File: src/rtl/alu_scheduler.sv
// Round-robin scheduler sharing one combinational 8-bit ALU among N_REQ requesters.
// Sequencer: IDLE (arbitrate and capture operands) -> EXEC (register ALU output)
// -> RESP (hold the response until it is accepted, then latch flags into ccr).
module alu_scheduler #(
  parameter int unsigned N_REQ = 4
) (
  input  logic                 clock,
  input  logic                 reset,
  input  logic [N_REQ-1:0]     req_valid,
  input  logic [8*N_REQ-1:0]   req_a,
  input  logic [8*N_REQ-1:0]   req_b,
  input  logic [3*N_REQ-1:0]   req_sel,
  output logic [N_REQ-1:0]     req_ready,
  output logic [7:0]           alu_a,
  output logic [7:0]           alu_b,
  output logic [2:0]           alu_sel,
  input  logic [7:0]           alu_result,
  input  logic [3:0]           alu_nzvc,
  output logic [N_REQ-1:0]     rsp_valid,
  output logic [7:0]           rsp_result,
  output logic [3:0]           rsp_nzvc,
  input  logic                 rsp_ready,
  output logic [3:0]           ccr,
  output logic                 busy
);

  localparam int unsigned PW = $clog2(N_REQ);
  localparam int unsigned DW = 8;
  localparam int unsigned SW = 3;
  localparam int unsigned FW = 4;

  typedef enum logic [1:0] {
    S_IDLE = 2'd0,
    S_EXEC = 2'd1,
    S_RESP = 2'd2
  } state_t;

  state_t             r_state;
  state_t             w_state_nxt;
  logic [PW-1:0]      r_rr_ptr;
  logic [PW-1:0]      r_grant_id;
  logic [DW-1:0]      r_alu_a;
  logic [DW-1:0]      r_alu_b;
  logic [SW-1:0]      r_alu_sel;
  logic [N_REQ-1:0]   r_rsp_valid;
  logic [DW-1:0]      r_rsp_result;
  logic [FW-1:0]      r_rsp_nzvc;
  logic [FW-1:0]      r_ccr;

  logic               w_any;
  logic [PW-1:0]      w_gnt_id;
  logic [PW-1:0]      w_rr_nxt;
  logic [DW-1:0]      w_a;
  logic [DW-1:0]      w_b;
  logic [SW-1:0]      w_sel;
  logic [N_REQ-1:0]   w_ready;
  logic [N_REQ-1:0]   w_rsp_onehot;

  // Round-robin search: first valid requester at or after the pointer, wrapping.
  always_comb begin
    int unsigned v_idx;
    w_any    = 1'b0;
    w_gnt_id = '0;
    v_idx    = 0;
    for (int unsigned k = 0; k < N_REQ; k++) begin
      v_idx = (32'(r_rr_ptr) + k) % N_REQ;
      if (!w_any && req_valid[PW'(v_idx)]) begin
        w_any    = 1'b1;
        w_gnt_id = PW'(v_idx);
      end
    end
  end

  // Select the winning requester's operand slices and the pointer that follows it.
  always_comb begin
    w_a   = '0;
    w_b   = '0;
    w_sel = '0;
    for (int unsigned j = 0; j < N_REQ; j++) begin
      if (PW'(j) == w_gnt_id) begin
        w_a   = req_a[DW*j +: DW];
        w_b   = req_b[DW*j +: DW];
        w_sel = req_sel[SW*j +: SW];
      end
    end
    w_rr_nxt = (32'(w_gnt_id) == N_REQ - 1) ? '0 : w_gnt_id + PW'(1);
    w_rsp_onehot = {{(N_REQ-1){1'b0}}, 1'b1} << r_grant_id;
  end

  // State register.
  always_ff @(posedge clock) begin
    if (reset) begin
      r_state <= S_IDLE;
    end else begin
      r_state <= w_state_nxt;
    end
  end

  // Next-state decode and the IDLE-cycle grant pulse.
  always_comb begin
    w_state_nxt = r_state;
    w_ready     = '0;
    case (r_state)
      S_IDLE: begin
        if (w_any) begin
          w_ready[w_gnt_id] = 1'b1;
          w_state_nxt       = S_EXEC;
        end
      end
      S_EXEC: w_state_nxt = S_RESP;
      S_RESP: begin
        if (rsp_ready) begin
          w_state_nxt = S_IDLE;
        end
      end
      default: w_state_nxt = S_IDLE;
    endcase
  end

  // Operand capture, response registers and condition-code register.
  always_ff @(posedge clock) begin
    if (reset) begin
      r_rr_ptr     <= '0;
      r_grant_id   <= '0;
      r_alu_a      <= '0;
      r_alu_b      <= '0;
      r_alu_sel    <= '0;
      r_rsp_valid  <= '0;
      r_rsp_result <= '0;
      r_rsp_nzvc   <= '0;
      r_ccr        <= '0;
    end else begin
      case (r_state)
        S_IDLE: begin
          if (w_any) begin
            r_alu_a    <= w_a;
            r_alu_b    <= w_b;
            r_alu_sel  <= w_sel;
            r_grant_id <= w_gnt_id;
            r_rr_ptr   <= w_rr_nxt;
          end
        end
        S_EXEC: begin
          r_rsp_result <= alu_result;
          r_rsp_nzvc   <= alu_nzvc;
          r_rsp_valid  <= w_rsp_onehot;
        end
        S_RESP: begin
          if (rsp_ready) begin
            r_ccr       <= r_rsp_nzvc;
            r_rsp_valid <= '0;
          end
        end
        default: r_rsp_valid <= '0;
      endcase
    end
  end

  // Grant is suppressed while reset is asserted so every output reads 0 during reset.
  assign req_ready  = reset ? '0 : w_ready;
  assign alu_a      = r_alu_a;
  assign alu_b      = r_alu_b;
  assign alu_sel    = r_alu_sel;
  assign rsp_valid  = r_rsp_valid;
  assign rsp_result = r_rsp_result;
  assign rsp_nzvc   = r_rsp_nzvc;
  assign ccr        = r_ccr;
  assign busy       = (r_state != S_IDLE);

endmodule

File: config.mk
export PLATFORM = sky130hd
export DESIGN_NAME = alu_scheduler
export DESIGN_NICKNAME = d
export VERILOG_FILES = /design/src/rtl/alu_scheduler.sv
export SDC_FILE = /design/constraint.sdc
export NUM_CORES = 1
export LEC_CHECK = 0
export BUFFER_PORTS_ARGS = -buffer_cell sky130_fd_sc_hd__buf_2
export CAP_MARGIN = 20
export CORE_AREA = 2 2 74 76
export CTS_BUF_LIST = sky130_fd_sc_hd__clkbuf_8
export DETAILED_ROUTE_END_ITERATION = 8
export DIE_AREA = 0 0 76 78
export PLACE_DENSITY = 0.86
export SYNTH_ARGS = -nofsm -noshare
export SYNTH_HDL_FRONTEND = slang
export SYNTH_SLANG_ARGS = --single-unit
File: constraint.sdc
create_clock -name clock -period 4.7 [get_ports clock]
set_input_delay 0.94 -clock clock [delete_from_list [all_inputs] [get_ports clock]]
set_output_delay 0.94 -clock clock [all_outputs]
set_load 0.005 [all_outputs]
==> run_summary.xml <==
<?xml version="1.0" encoding="UTF-8"?>
<metrics>
  <group name="run_status">
    <metric name="status" unit="">complete, no violations</metric>
  </group>
  <group name="timing">
    <metric name="final_count_of_hold_timing_violations" unit="">0</metric>
    <metric name="fin_crit" unit="ns">3.728</metric>
    <metric name="max_clock_skew" unit="ns">0.005514</metric>
    <metric name="final_min_period_over_clock_period" unit="%">79.32</metric>
    <metric name="timing.setup.tns" unit="ns">0</metric>
    <metric name="postLayoutSetupSlackWorst" unit="ns">0.9722</metric>
    <metric name="transition_time_at_the_pin_with_the_least_slew_margin" unit="ns">0.6417</metric>
    <metric name="timing.final.setup_violations" unit="">0</metric>
    <metric name="max_clock_freq" unit="MHz">268.3</metric>
    <metric name="slew_headroom" unit="%">57.09</metric>
    <metric name="timing_max_transition_violations_final" unit="">0</metric>
    <metric name="rsz_0062_raised_after_global_routing" unit="">false</metric>
  </group>
  <group name="cts">
    <metric name="cts-root-to-sink-buffers" unit="">2</metric>
    <metric name="tritoncts_num_sinks" unit="">45</metric>
    <metric name="ctsRootBufferMaster" unit="">sky130_fd_sc_hd__clkbuf_8</metric>
    <metric name="clk_pin_slew" unit="ns">0.08</metric>
    <metric name="htree_num_levels" unit="">2</metric>
    <metric name="worstSkewPairLatency" unit="ns">0.29</metric>
    <metric name="post_cts_hold_fix_bufs" unit="">0</metric>
    <metric name="cts_resized" unit="">0</metric>
    <metric name="numCtsBuffers" unit="">5</metric>
    <metric name="post-cts-setup-buffer-count" unit="">0</metric>
    <metric name="tritoncts" unit="">done</metric>
  </group>
  <group name="layout">
    <metric name="multi_input_comb_area" unit="um2">1341</metric>
    <metric name="fill_cells" unit="">456</metric>
    <metric name="post_layout_nonfiller_instances" unit="">494</metric>
    <metric name="register_area" unit="um2">900.9</metric>
    <metric name="final_net_count" unit="">523</metric>
    <metric name="area.growth.synth_to_final" unit="%">32.69</metric>
    <metric name="design_area" unit="um2">3256</metric>
    <metric name="insertedDiodeCount" unit="">0</metric>
    <metric name="drive_above_1_share" unit="%">41.27</metric>
  </group>
  <group name="synthesis">
    <metric name="synth_edf_count" unit="">0</metric>
    <metric name="syn_area" unit="um2">2454</metric>
    <metric name="synth_async_sr_flop_share" unit="%">0</metric>
    <metric name="post_synthesis_net_count" unit="">397</metric>
    <metric name="yosys_most_used_dff" unit="">sky130_fd_sc_hd__dfxtp_1</metric>
    <metric name="synth_top_family_by_area" unit="">simple AND/OR/NAND/NOR gates</metric>
    <metric name="synth.most_common_cell" unit="">sky130_fd_sc_hd__dfxtp_1</metric>
    <metric name="synth_compound_area_share" unit="%">22.95</metric>
    <metric name="muxShareOfSynthArea" unit="%">1.632</metric>
    <metric name="synth_warnings" unit="">0</metric>
    <metric name="yosys.area.top_type_share" unit="%">36.72</metric>
    <metric name="synth.avg_cell_area" unit="um2">8.234</metric>
    <metric name="adder_cell_share_of_the_synthesized_area" unit="%">2.040</metric>
    <metric name="yosys.area.top_type" unit="">sky130_fd_sc_hd__dfxtp_1</metric>
    <metric name="synth_xor_area_share" unit="%">0</metric>
    <metric name="synth.distinct_cells" unit="">33</metric>
    <metric name="synthCells" unit="">298</metric>
    <metric name="synth_top_cells_by_area" unit="">sky130_fd_sc_hd__dfxtp_1, sky130_fd_sc_hd__nor3_2, sky130_fd_sc_hd__a21oi_1, sky130_fd_sc_hd__a221oi_1, sky130_fd_sc_hd__nand3b_1</metric>
    <metric name="synth.ff_latch_count" unit="">45</metric>
    <metric name="post_synth_most_frequent_cells" unit="">sky130_fd_sc_hd__dfxtp_1, sky130_fd_sc_hd__a21oi_1, sky130_fd_sc_hd__nor2_1, sky130_fd_sc_hd__nand2_1, sky130_fd_sc_hd__inv_1</metric>
    <metric name="synth_sequential_area_ratio" unit="%">36.72</metric>
    <metric name="simple_gate_fraction_of_synth_area" unit="%">27.84</metric>
  </group>
  <group name="power">
    <metric name="report.power.total" unit="mW">1.190</metric>
    <metric name="power_leakage" unit="nW">1.569</metric>
    <metric name="ir_drop" unit="V">0.0001620</metric>
    <metric name="power.density" unit="nW/um2">365.4</metric>
  </group>
  <group name="global_routing">
    <metric name="grt_start_max_net_pins" unit="">47</metric>
    <metric name="groute.usage.overall" unit="%">23.20</metric>
    <metric name="grt_first_pass_wirelength" unit="um">11160</metric>
    <metric name="antenna_found_initial" unit="">0</metric>
    <metric name="number_of_global_route_vias_before_repair" unit="">2488</metric>
    <metric name="grt_remaining_overflow" unit="">0</metric>
  </group>
  <group name="setup_path">
    <metric name="setup.worst_path.end_class" unit="">output port</metric>
    <metric name="critical-path-slowest-cell" unit="">sky130_fd_sc_hd__o32ai_1</metric>
    <metric name="worstPathCellList" unit="">buf_2 &gt; nor2b_1 &gt; a21boi_1 &gt; o32ai_1 &gt; inv_1 &gt; ha_1 &gt; buf_4 &gt; and2_1 &gt; buf_2</metric>
    <metric name="crit_fanout" unit="">39</metric>
    <metric name="cp_slowest_stage_delay" unit="ns">0.55</metric>
    <metric name="cp.required" unit="ns">3.76</metric>
    <metric name="worst-setup-path-type" unit="">input pin to output port</metric>
    <metric name="path_delay_family" unit="">compound AO/OA/AOI/OAI gates</metric>
    <metric name="critical_path.startpoint_type" unit="">input pin</metric>
    <metric name="critPathArrivalTime" unit="ns">2.79</metric>
    <metric name="cp_common_cell" unit="">sky130_fd_sc_hd__buf_2</metric>
    <metric name="critical_path_buf_inv_count" unit="">4</metric>
  </group>
  <group name="drt">
    <metric name="dr.first_iter.drc_count" unit="">105</metric>
    <metric name="num_vias" unit="">2662</metric>
    <metric name="wl_per_cell" unit="um">13.89</metric>
    <metric name="firstDrtPassIters" unit="">4</metric>
    <metric name="route.detailed.drc" unit="">0</metric>
    <metric name="final_antenna_net_count" unit="">0</metric>
    <metric name="route.final.wire_length" unit="um">6861</metric>
    <metric name="via_per_inst" unit="">5.389</metric>
  </group>
  <group name="floorplan">
    <metric name="num_rows" unit="">26</metric>
    <metric name="fp.coreArea" unit="um2">5042</metric>
    <metric name="die_w" unit="um">76</metric>
    <metric name="die_boundary_height" unit="um">78</metric>
    <metric name="io-pin-count" unit="">139</metric>
    <metric name="start_util" unit="%">48.66</metric>
    <metric name="die_ar" unit="um2">5928</metric>
  </group>
  <group name="placed_design">
    <metric name="placed_area" unit="um2">3152</metric>
    <metric name="place_ws" unit="ns">1.009</metric>
    <metric name="hpwlAfterDp" unit="um">5081</metric>
    <metric name="place.detailed.instances" unit="">487</metric>
    <metric name="routabilityCongestion" unit="">0.9246</metric>
    <metric name="place.port_buffers" unit="">138</metric>
  </group>
  <group name="min_path">
    <metric name="type_of_the_worst_min_delay_path" unit="">register to register</metric>
  </group>
  <group name="job">
    <metric name="maxCapViolations" unit="">0</metric>
  </group>
</metrics>
layout by cell type, fill, tap and decap left out, drive strengths merged:
cell type / count
ha: 4
nor2b: 4
nand3b: 21
a21oi: 34
o32ai: 1
mux2i: 4
nor3: 21
a221oi: 19
and2b: 1
nand2: 26
and2: 4
a211oi: 20
clkbuf: 5
or3: 1
o31ai: 2
or3b: 1
dfxtp: 45
bufinv: 1
clkinv: 1
a32oi: 2
a22oi: 2
o22ai: 1
nor3b: 1
nor2: 32
inv: 23
nand2b: 2
nor4: 1
a21boi: 1
buf: 144
worst register-to-register path: stages (launching register included):
cell and delay, ns:
sky130_fd_sc_hd__dfxtp_1 0.41, sky130_fd_sc_hd__a21boi_1 0.10, sky130_fd_sc_hd__o32ai_1 0.55, sky130_fd_sc_hd__ha_1 0.27, sky130_fd_sc_hd__buf_4 0.31, sky130_fd_sc_hd__a21oi_1 0.12
sky130_fd_sc_hd__a221oi_1 0.39, sky130_fd_sc_hd__a211oi_1 0.11, sky130_fd_sc_hd__nor3_2 0.16
where the power goes:
group | switching [mW] | internal [mW]
logic | 0.248 | 0.197
clock network | 0.128 | 0.155
registers | 0.0293 | 0.432
total | 0.406 | 0.784
metrics by stage:
stage / hold WS [ns] / util (%)
floorplan: 0.4527 / -
global placement: 0.4401 / 62.51
detailed placement: 0.4472 / 62.51
CTS: 0.4587 / 64.57
global route: 0.4772 / 64.57
finish: 0.4581 / 64.57
area by class of cell:
cell class | count | share of cell area, %
clock buffers | 5 | 2.114
flip-flops and latches | 45 | 27.67
clock inverters | 2 | 1.076
repair buffers | 144 | 22.60
inverters | 23 | 2.652
multi-input cells | 205 | 41.20
well taps | 70 | 2.690
final timing paths:
kind	start	endpoint	slack (ns)	cells past startpoint
worst max-delay path	req_valid[2]	req_ready[2]	0.97	9
worst min-delay path	rsp_result[5]	rsp_result[5]	0.46	2
worst max register to register	r_rr_ptr[1]	alu_a[0]	2.22	8
worst min register to register	rsp_result[5]	rsp_result[5]	0.46	2
state kept, by name (all words and copies together), names as in the netlist:
| register | count |
|---|---|
| rsp_nzvc | 4 |
| r_grant_id | 2 |
| rsp_valid | 4 |
| ccr | 4 |
| alu_a | 8 |
| alu_b | 8 |
| r_rr_ptr | 2 |
| rsp_result | 8 |
| alu_sel | 3 |
| r_state | 2 |
routing by layer:
| metal | track usage, % | vias to the layer above | wire length [um] |
|---|---|---|---|
| met4 | 9.091 | 0 | 167 |
| met3 | 5.116 | 18 | 445 |
| li1 | - | 1306 | - |
| met2 | 40.71 | 120 | 3408 |
| met5 | 0 | - | 0 |
| met1 | 27.71 | 1218 | 2840 |
logic make-up (layout without fill, tap and decap cells):
family | Yosys count | after routing
AOI/OAI and AO/OA | 82 | 82
adders and majority gates | 4 | 4
buffers and inverters | 48 | 174
DFF | 45 | 45
muxes | 4 | 4
and+or+nand+nor | 115 | 115
No activity file was read; power rests on OpenSTA's default activity.
